<file path="src/rtl/hbridge_pkg.sv">
// hbridge_pkg: shared phase/state encodings and the phase-to-{in1,in2} pattern map
package hbridge_pkg;
  typedef enum logic [1:0] {PH_COAST = 2'd0, PH_FWD = 2'd1, PH_REV = 2'd2, PH_BRAKE = 2'd3} phase_t;
  typedef enum logic [1:0] {ST_IDLE = 2'd0, ST_RUN = 2'd1, ST_DEAD = 2'd2} state_t;
  localparam logic [1:0] PAT_COAST = 2'b00;
  localparam logic [1:0] PAT_FWD   = 2'b10;
  localparam logic [1:0] PAT_REV   = 2'b01;
  localparam logic [1:0] PAT_BRAKE = 2'b11;
  function automatic logic [1:0] ph_bits(phase_t p);
    return p == PH_FWD ? PAT_FWD : p == PH_REV ? PAT_REV : p == PH_BRAKE ? PAT_BRAKE : PAT_COAST;
  endfunction
endpackage

</file>
<file path="src/rtl/hbridge_stim_seq_if.sv">
// hbridge_stim_seq_if: control inputs (start/abort/dwell/loops/pwm_en/duty/ch_mask) and bridge outputs (in1/in2/phase/busy/done)
interface hbridge_stim_seq_if #(parameter int N_CH = 2, parameter int CNT_W = 16, parameter int PWM_W = 8);
  logic             start;
  logic             abort;
  logic [CNT_W-1:0] dwell;
  logic [CNT_W-1:0] loops;
  logic             pwm_en;
  logic [PWM_W-1:0] duty;
  logic [N_CH-1:0]  ch_mask;
  logic [N_CH-1:0]  in1;
  logic [N_CH-1:0]  in2;
  logic [1:0]       phase;
  logic             busy;
  logic             done;
  modport master (output start, abort, dwell, loops, pwm_en, duty, ch_mask, input in1, in2, phase, busy, done);
  modport slave  (input start, abort, dwell, loops, pwm_en, duty, ch_mask, output in1, in2, phase, busy, done);
endinterface

</file>
<file path="src/rtl/pwm_gen.sv">
// pwm_gen: free-running PWM counter (clr zeroes, run advances); hi_nxt is the compare for the count about to be loaded
module pwm_gen #(parameter int PWM_W = 8) (
  input  logic             clk,
  input  logic             rst_n,
  input  logic             clr,
  input  logic             run,
  input  logic [PWM_W-1:0] duty,
  output logic             hi_nxt
);
  logic [PWM_W-1:0] cnt, cnt_n;
  assign cnt_n  = clr ? '0 : run ? cnt + PWM_W'(1) : cnt;
  assign hi_nxt = cnt_n < duty;
  always_ff @(posedge clk or negedge rst_n)
    if (!rst_n) cnt <= '0;
    else cnt <= cnt_n;
endmodule

</file>
<file path="src/rtl/hbridge_stim_seq.sv">
// hbridge_stim_seq: COAST->FWD->(DEAD)->REV->BRAKE stimulus sequencer; clk, rst_n (async active-low), bus = control in / per-channel in1,in2, phase, busy, done out
module hbridge_stim_seq
  import hbridge_pkg::*;
#(
  parameter int N_CH     = 2,
  parameter int CNT_W    = 16,
  parameter int PWM_W    = 8,
  parameter int DEAD_CYC = 4
) (
  input logic clk,
  input logic rst_n,
  hbridge_stim_seq_if.slave bus
);
  localparam logic [CNT_W-1:0] DEAD_LAST = CNT_W'(DEAD_CYC > 0 ? DEAD_CYC - 1 : 0);
  state_t st, st_n;
  phase_t ph, ph_n;
  logic [CNT_W-1:0] dcnt, dcnt_n, lcnt, lcnt_n, lcnt_inc, dlast, loops_r;
  logic [1:0] pat, pat_n;
  logic done_r, done_n, clr, hi_nxt, chop;
  pwm_gen #(.PWM_W(PWM_W)) u_pwm (
    .clk    (clk),
    .rst_n  (rst_n),
    .clr    (clr),
    .run    (st != ST_IDLE),
    .duty   (bus.duty),
    .hi_nxt (hi_nxt)
  );
  assign lcnt_inc = lcnt + CNT_W'(1);
  assign chop     = bus.pwm_en && (ph_n == PH_FWD || ph_n == PH_REV) && !hi_nxt;
  assign pat_n    = (st_n == ST_RUN && !chop) ? ph_bits(ph_n) : PAT_COAST;
  always_comb begin
    st_n   = st;
    ph_n   = ph;
    dcnt_n = dcnt;
    lcnt_n = lcnt;
    done_n = 1'b0;
    clr    = 1'b0;
    if (st == ST_IDLE) begin
      if (bus.start && !bus.abort) begin
        st_n   = ST_RUN;
        ph_n   = PH_COAST;
        dcnt_n = '0;
        lcnt_n = '0;
        clr    = 1'b1;
      end
    end else if (bus.abort) begin
      st_n   = ST_IDLE;
      ph_n   = PH_COAST;
      dcnt_n = '0;
      done_n = 1'b1;
    end else if (st == ST_DEAD) begin
      dcnt_n = dcnt == DEAD_LAST ? '0 : dcnt + CNT_W'(1);
      st_n   = dcnt == DEAD_LAST ? ST_RUN : ST_DEAD;
      ph_n   = dcnt == DEAD_LAST ? PH_REV : PH_COAST;
    end else if (dcnt != dlast) begin
      dcnt_n = dcnt + CNT_W'(1);
    end else begin
      dcnt_n = '0;
      if (ph == PH_FWD && DEAD_CYC > 0) begin
        st_n = ST_DEAD;
        ph_n = PH_COAST;
      end else if (ph == PH_BRAKE) begin
        lcnt_n = lcnt_inc;
        ph_n   = PH_COAST;
        if (loops_r != '0 && lcnt_inc == loops_r) begin
          st_n   = ST_IDLE;
          done_n = 1'b1;
        end
      end else begin
        ph_n = phase_t'(ph + 2'd1);
      end
    end
  end
  always_ff @(posedge clk or negedge rst_n)
    if (!rst_n) begin
      st      <= ST_IDLE;
      ph      <= PH_COAST;
      dcnt    <= '0;
      lcnt    <= '0;
      dlast   <= '0;
      loops_r <= '0;
      pat     <= PAT_COAST;
      done_r  <= 1'b0;
    end else begin
      st     <= st_n;
      ph     <= ph_n;
      dcnt   <= dcnt_n;
      lcnt   <= lcnt_n;
      pat    <= pat_n;
      done_r <= done_n;
      if (clr) begin
        dlast   <= bus.dwell == '0 ? '0 : bus.dwell - CNT_W'(1);
        loops_r <= bus.loops;
      end
    end
  assign bus.phase = ph;
  assign bus.busy  = st != ST_IDLE;
  assign bus.done  = done_r;
  for (genvar c = 0; c < N_CH; c++) begin : g_ch
    assign bus.in1[c] = pat[1] & bus.ch_mask[c];
    assign bus.in2[c] = pat[0] & bus.ch_mask[c];
  end
endmodule

</file>
<file path="src/flat_wrapper.sv">
// flat-port wrapper written by rule: the top's interface ports become plain ports
module hbridge_stim_seq_flat import hbridge_pkg::*;
#(
  parameter int N_CH     = 2,
  parameter int CNT_W    = 16,
  parameter int PWM_W    = 8,
  parameter int DEAD_CYC = 4
)
  (clk, rst_n, bus_start, bus_abort, bus_dwell, bus_loops, bus_pwm_en, bus_duty, bus_ch_mask, bus_in1, bus_in2, bus_phase, bus_busy, bus_done);
  hbridge_stim_seq_if #(.N_CH(N_CH), .CNT_W(CNT_W), .PWM_W(PWM_W)) bus_i ();
  input logic clk;
  input logic rst_n;
  input wire logic [$bits(bus_i.start)-1:0] bus_start;
  input wire logic [$bits(bus_i.abort)-1:0] bus_abort;
  input wire logic [$bits(bus_i.dwell)-1:0] bus_dwell;
  input wire logic [$bits(bus_i.loops)-1:0] bus_loops;
  input wire logic [$bits(bus_i.pwm_en)-1:0] bus_pwm_en;
  input wire logic [$bits(bus_i.duty)-1:0] bus_duty;
  input wire logic [$bits(bus_i.ch_mask)-1:0] bus_ch_mask;
  output wire logic [$bits(bus_i.in1)-1:0] bus_in1;
  output wire logic [$bits(bus_i.in2)-1:0] bus_in2;
  output wire logic [$bits(bus_i.phase)-1:0] bus_phase;
  output wire logic [$bits(bus_i.busy)-1:0] bus_busy;
  output wire logic [$bits(bus_i.done)-1:0] bus_done;
  assign bus_i.start = bus_start;
  assign bus_i.abort = bus_abort;
  assign bus_i.dwell = bus_dwell;
  assign bus_i.loops = bus_loops;
  assign bus_i.pwm_en = bus_pwm_en;
  assign bus_i.duty = bus_duty;
  assign bus_i.ch_mask = bus_ch_mask;
  assign bus_in1 = bus_i.in1;
  assign bus_in2 = bus_i.in2;
  assign bus_phase = bus_i.phase;
  assign bus_busy = bus_i.busy;
  assign bus_done = bus_i.done;
  hbridge_stim_seq #(.N_CH(N_CH), .CNT_W(CNT_W), .PWM_W(PWM_W), .DEAD_CYC(DEAD_CYC)) u_core (.clk(clk), .rst_n(rst_n), .bus(bus_i));
endmodule
</file>
<file path="config.mk">
export PLATFORM = sky130hd
export DESIGN_NAME = hbridge_stim_seq_flat
export DESIGN_NICKNAME = d
export VERILOG_FILES = /design/src/rtl/hbridge_pkg.sv /design/src/rtl/hbridge_stim_seq_if.sv /design/src/rtl/pwm_gen.sv /design/src/rtl/hbridge_stim_seq.sv /design/src/flat_wrapper.sv
export SDC_FILE = /design/constraint.sdc
export NUM_CORES = 1
export LEC_CHECK = 0
export ABC_AREA = 1
export ABC_CLOCK_PERIOD_IN_PS = 8100
export CORE_UTILIZATION = 27
export DETAILED_ROUTE_END_ITERATION = 16
export GPL_TIMING_DRIVEN = 0
export SETUP_SLACK_MARGIN = 0.15
export SLEW_MARGIN = 15
export SYNTH_ARGS = -nofsm -noshare
export SYNTH_HDL_FRONTEND = slang
export SYNTH_HIERARCHICAL = 1
export SYNTH_SLANG_ARGS = --single-unit
</file>
<file path="constraint.sdc">
create_clock -name clk -period 8.1 [get_ports clk]
set_input_delay 1.215 -clock clk [delete_from_list [all_inputs] [get_ports clk]]
set_output_delay 1.215 -clock clk [all_outputs]
set_load 0.05 [all_outputs]
</file>
# Word level (Yosys, flattened, before mapping)

Cells that the tools add are included.

$add $sub $neg: 5
$lt $le $gt $ge: 1
Eq/ne operators: 15
Multiplexer cells: 45
Bitwise logic cells: 4
Reduce and logical (&&, ||, !) cells: 15

Operators by type and width:

| operator                                                                | number |
|---|---|
| 16-bit 2-to-1 mux                                                       | 13 |
| 2-bit 2-to-1 mux                                                        | 21 |
| 16-bit by 1-bit adder with 16-bit output, second input constant         | 2 |
| 16-bit == test                                                          | 1 |
| 16-bit by 2-bit == test with 1-bit output, second input constant        | 1 |
| 16-bit zero test                                                        | 1 |
| 8-bit 2-to-1 mux                                                        | 2 |
| 16-bit inequality test                                                  | 1 |
| 16-bit nonzero test                                                     | 1 |
| 16-bit by 1-bit subtractor with 16-bit output, second input constant    | 1 |
| 1-bit 2-to-1 mux                                                        | 9 |
| 8-bit by 1-bit adder with 8-bit output, second input constant           | 1 |
| 2-bit == test, second input constant                                    | 4 |
| 8-bit < comparator                                                      | 1 |
| 2-bit by 1-bit inequality test with 1-bit output, second input constant | 4 |
| 2-bit by 1-bit == test with 1-bit output, second input constant         | 3 |
| 6-bit AND reduction                                                     | 1 |
| 1-bit logical AND                                                       | 5 |
| 1-bit bitwise AND                                                       | 4 |
| 2-bit nonzero test                                                      | 2 |
| 1-bit zero test                                                         | 3 |
| 2-bit by 1-bit adder with 2-bit output, second input constant           | 1 |
| 2-bit zero test                                                         | 1 |
| 2-bit inequality test, second input constant                            | 1 |
| 1-bit logical OR                                                        | 1 |

Bits in registers: 79
Input port bits: 47
Output and inout bits: 8
Word-level logic and storage cells: 94

# Longest topological paths before layout

Depth after elaboration: 14
Mapped depth: 18
Gate-level depth less buffers: 18

# By module

The synthesis kept the hierarchy.

By module, submodules not included:

| module           | instances | cells an instance | area each (sq um) |
|---|---|---|---|
| hbridge_stim_seq | 1         | 611               | 4413.0 |
| pwm_gen          | 1         | 75                | 571.8 |

# Least setup slack after synthesis

Ideal clock, no wire load.

Path type: input port to flip-flop
Start: input port bus_abort
End: register u_core.pat[0]
Data arrival time: 3.560 ns
Data required time: 7.981 ns
Path slack: 4.421 ns
Stages on the path: 15
Buffers on the path: 2
Path through: inv_1 -> nand2_1 -> nor2_1 -> clkbuf_1 -> clkbuf_1 -> inv_1 -> o21ai_0 -> a21oi_1 -> ha_1 -> a21oi_1 -> o21ai_0 -> a21oi_1 -> or3b_2 -> nand3_1 -> nor2_1

Longest elaborated chain between the ends: 11

Ends and longest elaborated chain:

| item                            | line                   | text |
|---|---|---|
| from (decl)                     | flat_wrapper.sv:14     | `input wire logic [$bits(bus_i.abort)-1:0] bus_abort;` |
| 1-bit zero test                 | hbridge_stim_seq.sv:39 | `if (bus.start && !bus.abort) begin` |
| 1-bit logical AND               | hbridge_stim_seq.sv:39 |  |
| 1-bit 2-to-1 mux                | hbridge_stim_seq.sv:39 |  |
| 1-bit 2-to-1 mux                | hbridge_stim_seq.sv:38 | `if (st == ST_IDLE) begin` |
| named net u_core.clr            | hbridge_stim_seq.sv:19 | `logic done_r, done_n, clr, hi_nxt, chop;` |
| 8-bit 2-to-1 mux                | pwm_gen.sv:11          | `assign cnt_n = clr ? '0 : run ? cnt + PWM_W'(1) : cnt;` |
| named net u_core.u_pwm.cnt_n[5] | pwm_gen.sv:10          | `logic [PWM_W-1:0] cnt, cnt_n;` |
| 8-bit < comparator              | pwm_gen.sv:12          | `assign hi_nxt = cnt_n < duty;` |
| named net u_core.hi_nxt         | hbridge_stim_seq.sv:19 |  |
| 1-bit zero test                 | hbridge_stim_seq.sv:29 | `assign chop = bus.pwm_en && (ph_n == PH_FWD \|\| ph_n == PH_REV) && !hi_nxt;` |
| 1-bit logical AND               | hbridge_stim_seq.sv:29 |  |
| 1-bit zero test                 | hbridge_stim_seq.sv:30 | `assign pat_n = (st_n == ST_RUN && !chop) ? ph_bits(ph_n) : PAT_COAST;` |
| 1-bit logical AND               | hbridge_stim_seq.sv:30 |  |
| 2-bit 2-to-1 mux                | hbridge_stim_seq.sv:30 |  |
| named net u_core.pat_n[0]       | hbridge_stim_seq.sv:18 | `logic [1:0] pat, pat_n;` |
| to (signal assigned)            | hbridge_stim_seq.sv:89 | `pat <= pat_n;` |
| to (decl)                       | hbridge_stim_seq.sv:18 |  |

The timed path passes the listed nets, and every way through them passes these cells.
A chain may end at the register's enable or synchronous reset.

# Final worst setup path

Same ends and word-level chain as after synthesis.

==> summary.md <==
| Metric | Value |
|---|---|
| Status | `finished, final reports clean` |
| Initial DRC Count | `267` |
| Largest family of logic cells by synthesized area | `simple AND/OR/NAND/NOR gates` |
| Post-Synth Simple-Gate Area | `a little under a third` |
| DP Worst Slack | `between 2000 and 3000 ps` |
| Commonest non-fill, non-tap cell in the layout | `nand2_1` |
| Vias per cell | `approximately 4.7` |
| Crit Path Class | `primary input to register` |
| Peak supply drop | `0.0001236 V` |
| Synth Area in XOR/XNOR | `under 10%` |
| Yosys synthesis warning count | `6` |
| Slew Limit Fails | `0` |
| DRC violations left | `0` |
| Synthesized area per cell | `7.266 sq um` |
| Mapped Cells | `between 600 and 700` |
| GRT Total Usage | `between 10 and 15%` |
| Worst min-delay path class | `register to register` |
| Placed Cells | `970` |
| Routability Congestion | `approximately 0.86` |
| Layout Nets | `813` |
| Post-CTS sizing | `0` |
| Area growth, synth to finish | `23.54%` |
| Most frequent cells in the layout | `171 x nand2_1, 101 x inv_1, 79 x dfrtp_1` |
| Cts bufs inserted | `9` |
| Tcrit/Tclk final | `58.60%` |
| Mux share of post-synthesis cell area | `0%` |
| Global-route wire length before repair | `roughly 21000 um` |
| RSZ-0062 raised after global routing | `no` |
| Max-Cap Viols | `0` |
| Chip Width | `137.9 um` |
| # diodes | `0` |
| Synth Area in Compound Gates | `11.09%` |
| Synth Flop Type | `dfrtp_1` |
| IO buf count | `54` |
| Slew HR | `between 50% and 60%` |
| Share of cells above drive strength 1 | `under 10%` |
| TritonRoute pass-1 iters | `5` |
| Post-CTS setup buffer count | `0` |
| Overall power | `around 1.1 mW` |
| Clk buf depth | `2` |
| Rows | `approximately 50` |
| Setup violators final | `0` |
| Crit path max fanout | `12` |
| Initial Utilization | `about 28%` |
| Worst Path Arrival | `between 4000 and 5000 ps` |
| Post-synth ARST share | `100.0%` |
| Synthesized Nets | `between 700 and 800` |
| Synth Area in Adders | `between 3 and 4%` |
| Sequential share of the synthesized area | `39.66%` |
| Remaining Overflow, GRT | `0` |
| Clk pin slew, worst setup/hold paths | `roughly 60 ps` |
| Clock skew | `7.473 ps` |
| Core area | `18020 sq um` |
| CTS Hold Buffers Added | `0` |
| Tightest Pin Transition | `between 700 and 800 ps` |
| Synth unique cells | `40` |
| Leakage | `2.770 nW` |
| IO Count | `55` |
| R2R setup slack | `slightly above 4000 ps` |
| Total Neg Setup Slack | `0 ps` |
| Clock sink count | `79` |
| H-tree Lvls | `3` |
| Max Fclk | `210.7 MHz` |
| Fin. Hold Viols | `0` |
| Initial antenna violation count | `0` |
| Worst setup EP type | `register` |
| Number of synthesized flops with an enable pin | `0` |
| Routed Antenna Nets | `0` |
| Power Dens Cells | `178.2 nW/um^2` |
| Drt wl/cell | `12.76 um` |
| Fillers | `1970` |
| Die footprint | `roughly 19000 sq um` |
| DRT Wirelength | `around 13000 um` |
| CP Launch Type | `primary input` |
| Via count | `about 4600` |
| Non-filler cells, final | `986` |
| Slack of the critical path | `3353 ps` |
| Vias in the first global route | `4359` |
| Final min period | `approximately 4700 ps` |
| TritonCTS clock tree | `done` |
| Die Ht | `between 100 and 150 um` |
| WP data required | `about 8300 ps` |
| Largest net degree at the start of global routing | `57` |
| HPWL after DPL | `around 9700 um` |
| FF+latch count, synth | `just under 80` |
| Clk Latency, worst-skew pair | `approximately 340 ps` |
| Clock root cell | `clkbuf_16` |
| Mapped cell area | `roughly 5000 sq um` |
worst max-delay path, cell delays in order:
cell             delay (ps)
clkdlybuf4s50_1         430
inv_1                   120
nand2_1                  80
nor2_1                  370
clkbuf_1                470
clkbuf_1                620
inv_1                   270
nand2_1                 130
nor2_1                   60
ha_1                    300
nand2_1                  70
o21ai_0                 160
a21oi_1                  80
or3b_2                  440
nand3_1                 120
nor2_1                   50
Yosys cell counts (2+ instances only):
cell type | n | share of area (%)
a21oi_1 | 17 | 1.7
a22o_1 | 2 | 0.35
a311oi_1 | 2 | 0.35
a31oi_1 | 2 | 0.25
and3_1 | 2 | 0.25
buf_4 | 2 | 0.30
buf_6 | 3 | 0.68
clkbuf_1 | 6 | 0.45
dfrtp_1 | 79 | 40
ha_1 | 14 | 3.5
inv_1 | 101 | 7.6
inv_2 | 3 | 0.23
nand2_1 | 171 | 13
nand3_1 | 53 | 5.3
nand3_2 | 2 | 0.40
nand4_1 | 23 | 2.9
nor2_1 | 72 | 5.4
nor2_2 | 6 | 0.75
nor2_4 | 3 | 0.68
nor3_1 | 11 | 1.1
nor3b_1 | 4 | 0.60
nor4_1 | 4 | 0.50
o21ai_0 | 41 | 4.1
o21ai_1 | 4 | 0.40
o21ai_2 | 8 | 1.4
o22ai_1 | 10 | 1.3
o31ai_1 | 2 | 0.30
xnor2_1 | 12 | 2.1
xor2_1 | 16 | 2.8
flip-flops by register name (all words and copies together) (netlist names):
name              count
u_core/bus.done       1
u_core/bus.phase      2
u_core/lcnt          16
u_core/dcnt          16
u_core/u_pwm/cnt      8
u_core/loops_r       16
u_core/pat            2
u_core/dlast         16
u_core/st             2
cells by family after synthesis:
kind of cell	count (synthesis)
compound gates	93
flops	79
buf+inv	117
xor+xnor	28
simple gates	355
fa+ha+maj	14
path summary, 6_finish.rpt:
kind / from / to / cells past startpoint
worst max-delay path: bus_abort / u_core/pat[0]$_DFF_PN0_ / 16
worst min-delay path: u_core/dlast[0]$_DFFE_PN0P_ / u_core/dlast[0]$_DFFE_PN0P_ / 2
worst max register to register: u_core/st[0]$_DFF_PN0_ / u_core/pat[0]$_DFF_PN0_ / 15
worst min register to register: u_core/dlast[0]$_DFFE_PN0P_ / u_core/dlast[0]$_DFFE_PN0P_ / 2
max in group asynchronous: rst_n / u_core/lcnt[0]$_DFFE_PN0P_ / 2
min in group asynchronous: rst_n / u_core/dlast[0]$_DFFE_PN0P_ / 1
metrics by stage:
step | utilization [%] | instance area (sq um) | hold slack (ps)
3_5_place_dp | 32.38 | 5837 | 500.3
5_1_grt | 34.17 | 6158 | 533.7
4_1_cts | 34.17 | 6158 | 515.3
6_report | 34.17 | 6158 | 507.4
2_1_floorplan | - | 4985 | 471.9
3_3_place_gp | 32.24 | 5812 | 490.1
final cells by class:
type,count,area (sq um),share of cell area [%]
Timing Repair Buffer,55,565.5,9.183
Tap cell,229,286.5,4.653
Clock inverter,7,96.34,1.564
Buffer,12,76.32,1.239
Sequential cell,79,1977,32.10
Clock buffer,9,225.2,3.657
Multi-Input combinational cell,490,2537,41.20
Inverter,105,394.1,6.400
metal layers:
metal	track usage, %	part of all wire (%)	wire length, um	up-vias
met5	0	0	0	-
li1	-	-	-	2355
met2	22.19	45	5643	104
met3	1.974	4.2	524	19
met4	6.401	2.2	276	0
met1	19.57	49	6132	2109
where the power goes:
part	switching (mW)	internal [mW]	leakage (nW)	total (mW)
clock network	0.170	0.270	0.148	0.440
registers	0.0289	0.432	1.05	0.461
logic	0.115	0.0819	1.58	0.197
Power figures use the tool's default switching activity.
==> variant 1 (config.mk and constraints unchanged) <==
`CNT_W` is set to 16 in 3 places; all go to 20.
--- a/src/rtl/hbridge_stim_seq_if.sv
+++ b/src/rtl/hbridge_stim_seq_if.sv
@@ -1,3 +1,3 @@
 // hbridge_stim_seq_if: control inputs (start/abort/dwell/loops/pwm_en/duty/ch_mask) and bridge outputs (in1/in2/phase/busy/done)
-interface hbridge_stim_seq_if #(parameter int N_CH = 2, parameter int CNT_W = 16, parameter int PWM_W = 8);
+interface hbridge_stim_seq_if #(parameter int N_CH = 2, parameter int CNT_W = 20, parameter int PWM_W = 8);
   logic             start;
--- a/src/rtl/hbridge_stim_seq.sv
+++ b/src/rtl/hbridge_stim_seq.sv
@@ -5,3 +5,3 @@
   parameter int N_CH     = 2,
-  parameter int CNT_W    = 16,
+  parameter int CNT_W    = 20,
   parameter int PWM_W    = 8,
--- a/src/flat_wrapper.sv
+++ b/src/flat_wrapper.sv
@@ -4,3 +4,3 @@
   parameter int N_CH     = 2,
-  parameter int CNT_W    = 16,
+  parameter int CNT_W    = 20,
   parameter int PWM_W    = 8,
Ports: changed (resized bus_dwell and bus_loops); port bits go from 55 to 63. No check against the original RTL was run, so the function may have changed too.
==> variant 1 against the original RTL <==
- area after synthesis up 22%
- power increased by 9.8%
- sequential cell count rose by 16
- worst setup slack improved by 0.26 ns
- final area rose by 19%
- routed wire length rose by 26%
- global-route usage hardly changed
- combinational power grew 18%
==> variant 1: results (changes against the original RTL) <==
| Metric | Value |
|---|---|
| Status | `completed` |
| Layout cells sized above 1 | `6.601% (+0.13 points)` |
| Port Buf Inserts | `62 (+15%)` |
| CTS Buf Count | `9 (unchanged)` |
| Routability cong. | `0.8225 (-4.0%)` |
| Final worst slack | `3.614 ns (+0.2607 ns)` |
| Unique masters post-synth | `43 (+7.5%)` |
| Initial antenna violation count | `0 (unchanged)` |
| Critical hold path startpoint | `u_core/dlast[11]$_DFFE_PN0P_` |
| Switching fraction of total power | `30.91% (+2.4 points)` |
| Critical path fanouts, max | `12 (unchanged)` |
| Reg2Reg Setup Slack | `4.08 ns (-0.07 ns)` |
| Worst Setup SP | `bus_abort` |
| Measured slew at the worst slew-check pin | `0.9053 ns (+0.1723 ns)` |
| GR Util met2 | `22.36% (+0.16 points)` |
| FF-to-FF End | `u_core/pat[1]$_DFF_PN0_` |
| # diodes | `0 (unchanged)` |
| DRT iter0 DRCs | `349 (+31%)` |
| Skew-Pair Late Insertion Delay | `0.36 ns (+0.02 ns)` |
| Met1 Use GR | `19.83% (+0.26 points)` |
| Hpwl dp | `12120 µm (+25%)` |
| Comb pwr share | `19.2% (+1.3 points)` |
| Vias per Instance | `4.653 (about the same)` |
| WL met1 | `7935 µm (+29%)` |
| Final #Nets | `973 (+20%)` |
| Worst VDD drop | `0.09873 mV (-20%)` |
| Wire per inst | `13.30 µm (+4.2%)` |
| WL met3 | `563 µm (+7.4%)` |
| Vias in the first global route | `5338 (+22%)` |
| Min Hold Slack | `0.5089 ns (+0.001560 ns)` |
| Dpl ws | `3.173 ns (+0.1784 ns)` |
| Maximum clock path buffer count | `2 (unchanged)` |
| Leakage power | `3.266 nW (+18%)` |
| Sequential share of the synthesized area | `39.23% (-0.43 points)` |
| Synth top area cells | `dfrtp_1 (39%), nand2_1 (13%), inv_1 (7.4%)` |
| Hold Path Sink | `u_core/dlast[11]$_DFFE_PN0P_` |
| Largest net degree at the start of global routing | `50 (-12%)` |
| Crit-path slowest cell | `clkbuf_1` |
| Mapped Nets | `899 (+20%)` |
| Tot GR Track Use | `14.28% (+0.018 points)` |
| Drt pass-1 iters | `5 (unchanged)` |
| FF-to-FF path depth | `15 (unchanged)` |
| Met3 Use GR | `2.424% (+0.45 points)` |
| Crit-path max cell delay | `0.51 ns (-0.11 ns)` |
| First-pass GRT wire length | `26450 µm (+26%)` |
| Top cells by count, synth | `nand2_1 (203), inv_1 (119), dfrtp_1 (95), nor2_1 (90), nand3_1 (62)` |
| Worst Clk Skew | `0.009402 ns (+0.001929 ns)` |
| WL met2 | `7068 µm (+25%)` |
==> variant 1: cell count changes after synthesis, sizes merged, moves of 5 or more <==
cell and delta:
nand3 +10, xor2 +11, nor3 +14, dfrtp +16, nand2 +38, nor2 +23
o31ai +5, o22ai +8, inv +18
==> variant 1: worst min-delay path: stages (launching register included) <==
cell and delay [ns]:
dfrtp_1 0.36, nand2_1 0.06, o21ai_0 0.06
==> variant 1: through the flow <==
stage	power, W	area, µm²	std cells
after CTS	0.001223	7350	1189
after global placement	0.0007903	7030	1172
final	0.001206	7350	1189
after global routing	0.001275	7350	1189
after detailed placement	0.0007948	7059	1173
after floorplan	0.0006978	6060	830
==> variant 1: power by group through the flow <==
stage	logic [W]	registers (W)	clock network (W)
after floorplan	0.000146	0.000552	0
after global placement	0.000230	0.000561	0
after detailed placement	0.000234	0.000561	0
after CTS	0.000235	0.000552	0.000436
after global routing	0.000265	0.000557	0.000453
final	0.000232	0.000552	0.000422
==> variant 1: cell type report <==
class | instances | area (µm²)
well taps | 280 | 350.3
inverters | 123 | 461.7
multi-input cells | 598 | 3162
fillers | 2415 | 14540
clock inverters | 6 | 51.30
clock buffers | 10 | 239.0
flip-flops and latches | 95 | 2377
plain buffers | 14 | 58.81
repair buffers | 63 | 649.4
==> variant 1: cell families (layout without fill, tap and decap cells) <==
kind of cell / count (synthesis) / in the layout / synth area share, %
flip-flops: 95 / 95 / 39.23
buffers and inverters: 137 / 216 / 8.590
AND/OR/NAND/NOR: 440 / 440 / 33.24
XOR/XNOR: 43 / 43 / 6.690
adder cells (fa/ha/maj): 14 / 14 / 2.891
AO/OA/AOI/OAI: 101 / 101 / 9.354
==> variant 2 (same settings) <==
Made on the original files. Re-encode `state_t` (3 states) as one-hot, 3 bits wide.
--- a/src/rtl/hbridge_pkg.sv
+++ b/src/rtl/hbridge_pkg.sv
@@ -3,3 +3,3 @@
   typedef enum logic [1:0] {PH_COAST = 2'd0, PH_FWD = 2'd1, PH_REV = 2'd2, PH_BRAKE = 2'd3} phase_t;
-  typedef enum logic [1:0] {ST_IDLE = 2'd0, ST_RUN = 2'd1, ST_DEAD = 2'd2} state_t;
+  typedef enum logic [2:0] {ST_IDLE = 3'b001, ST_RUN = 3'b010, ST_DEAD = 3'b100} state_t;
   localparam logic [1:0] PAT_COAST = 2'b00;
Check against the original RTL: no difference found for any inputs over 10 cycles, from zero or initial values and one cycle with rst_n low; not proved beyond that.
==> variant 2 against the original RTL <==
- hold slack improved by 0.037 ns
- maximum frequency is 14% higher
- worst setup slack improved by 0.58 ns
- non-clock buffer count shrank 2
- final area shrank 0.22%
- area after synthesis fell by 0.83%
- sequential cell count grew 1
- critical endpoint is now u_core/pat[1]$_DFF_PN0_
- core utilization barely moved
- synthesized cell count decreased by 0.73%
- count of clock-buffer cells in the layout unchanged
- routed wire length shrank 4.2%
- clock skew grew 0.0023 ns
Power is not compared: it rests on default switching activity, and its combinational part moved more than twofold at a synthesized area within 25%.
==> variant 2: results (changes against the original RTL) <==
| Metric | Value |
|---|---|
| Clock buf/inv share | `5.681% (+0.46 points)` |
| WL met2 | `5753 µm (+1.9%)` |
| FF-to-FF End | `u_core/pat[1]$_DFF_PN0_` |
| Status | `completed` |
| Routability cong. | `0.8454 (-1.3%)` |
| Crit path DAT | `4.45 ns (-0.53 ns)` |
| Wire per inst | `12.28 µm (-3.7%)` |
| Hpwl dp | `9125 µm (-5.9%)` |
| Non-clk bufs | `65 (-3.0%)` |
| Final Non-Filler Cells | `981 (-0.51%)` |
| Final core occ | `34.21% (+0.040 points)` |
| Unique masters post-synth | `44 (+10%)` |
| Final #Nets | `808 (-0.62%)` |
| Non-clock buffer share | `10.04% (-0.38 points)` |
| Invs w/o clock | `117 (+11%)` |
| Crit-path max cell delay | `0.45 ns (-0.17 ns)` |
| DRT iter0 DRCs | `313 (+17%)` |
| Cells after DPL | `965 (-0.52%)` |
| Synth top area cells | `dfrtp_1 (40%), nand2_1 (13%), inv_1 (8.5%)` |
| Top cell type's share of synthesized area | `39.99% (+0.33 points)` |
| #MultiIn Comb | `474 (-3.3%)` |
| Placed cell area | `5796 µm² (-0.71%)` |
| Adder-Cell Fraction of Synth Area | `3.543% (+0.029 points)` |
| Synth Area in Compound Gates | `10.55% (-0.54 points)` |
| Critical hold path startpoint | `u_core/loops_r[1]$_DFFE_PN0P_` |
| Tot GR Track Use | `13.97% (-0.29 points)` |
| Reg2Reg Setup Slack | `4.22 ns (+0.07 ns)` |
| Reg-to-reg startpoint | `u_core/st[0]$_DFF_PN1_` |
| XOR/XNOR Fraction of Synth Area | `3.898% (-1.0 points)` |
| Mapped Nets | `742 (-0.67%)` |
| WL met1 | `5746 µm (-6.3%)` |
| Sequential cell count | `80 (+1.3%)` |
| CTS Root Cell | `clkbuf_16` |
| Largest net degree at the start of global routing | `55 (-3.5%)` |
| Vias in the first global route | `4335 (-0.55%)` |
| Sequential fraction of total cell area | `32.60% (+0.50 points)` |
| Vias per Instance | `4.552 (-2.1%)` |
| Area of the multi-input gates | `2450 µm² (-3.5%)` |
| Top cells by count, synth | `nand2_1 (168), inv_1 (112), dfrtp_1 (79), nor2_1 (66), nand3_1 (51)` |
| Layout cells sized above 1 | `7.048% (+0.57 points)` |
| FF/Latch Area | `2003 µm² (+1.3%)` |
| GR Util met2 | `23.29% (+1.1 points)` |
| Met3 Use GR | `2.796% (+0.82 points)` |
| WL met3 | `455 µm (-13%)` |
| Syn Inst Count | `681 (-0.73%)` |
| Min Hold Slack | `0.5447 ns (+0.03736 ns)` |
| Met1 Use GR | `17.75% (-1.8 points)` |
| Sequential share of the synthesized area | `40.52% (+0.86 points)` |
| Hold Path Sink | `u_core/loops_r[1]$_DFFE_PN0P_` |
| Worst Clk Skew | `0.009764 ns (+0.002291 ns)` |
==> variant 2: worst register-to-register path: cells and delay by family (launching register included) <==
family                   cells  cell delay, ns
AND/OR/NAND/NOR             11            1.22
buffers and inverters        4            1.41
adder cells (fa/ha/maj)      1            0.27
flip-flops                   1            0.54
AO/OA/AOI/OAI                3            0.36
==> variant 2: power groups by stage <==
stage	Sequential [W]	Combinational (W)	Clock, W
2_1_floorplan	0.000560	0.000323	0
3_3_place_gp	0.000572	0.000456	0
3_5_place_dp	0.000571	0.000464	0
4_1_cts	0.000566	0.000466	0.000496
5_1_grt	0.000580	0.000528	0.000512
6_report	0.000566	0.000461	0.000480
==> variant 2: stage by stage <==
stage	setup WS [ns]	total power [W]
after floorplan	4.819	0.0008833
after global placement	2.775	0.001028
after detailed placement	3.512	0.001035
after CTS	3.851	0.001527
after global routing	3.599	0.001619
final	3.936	0.001507
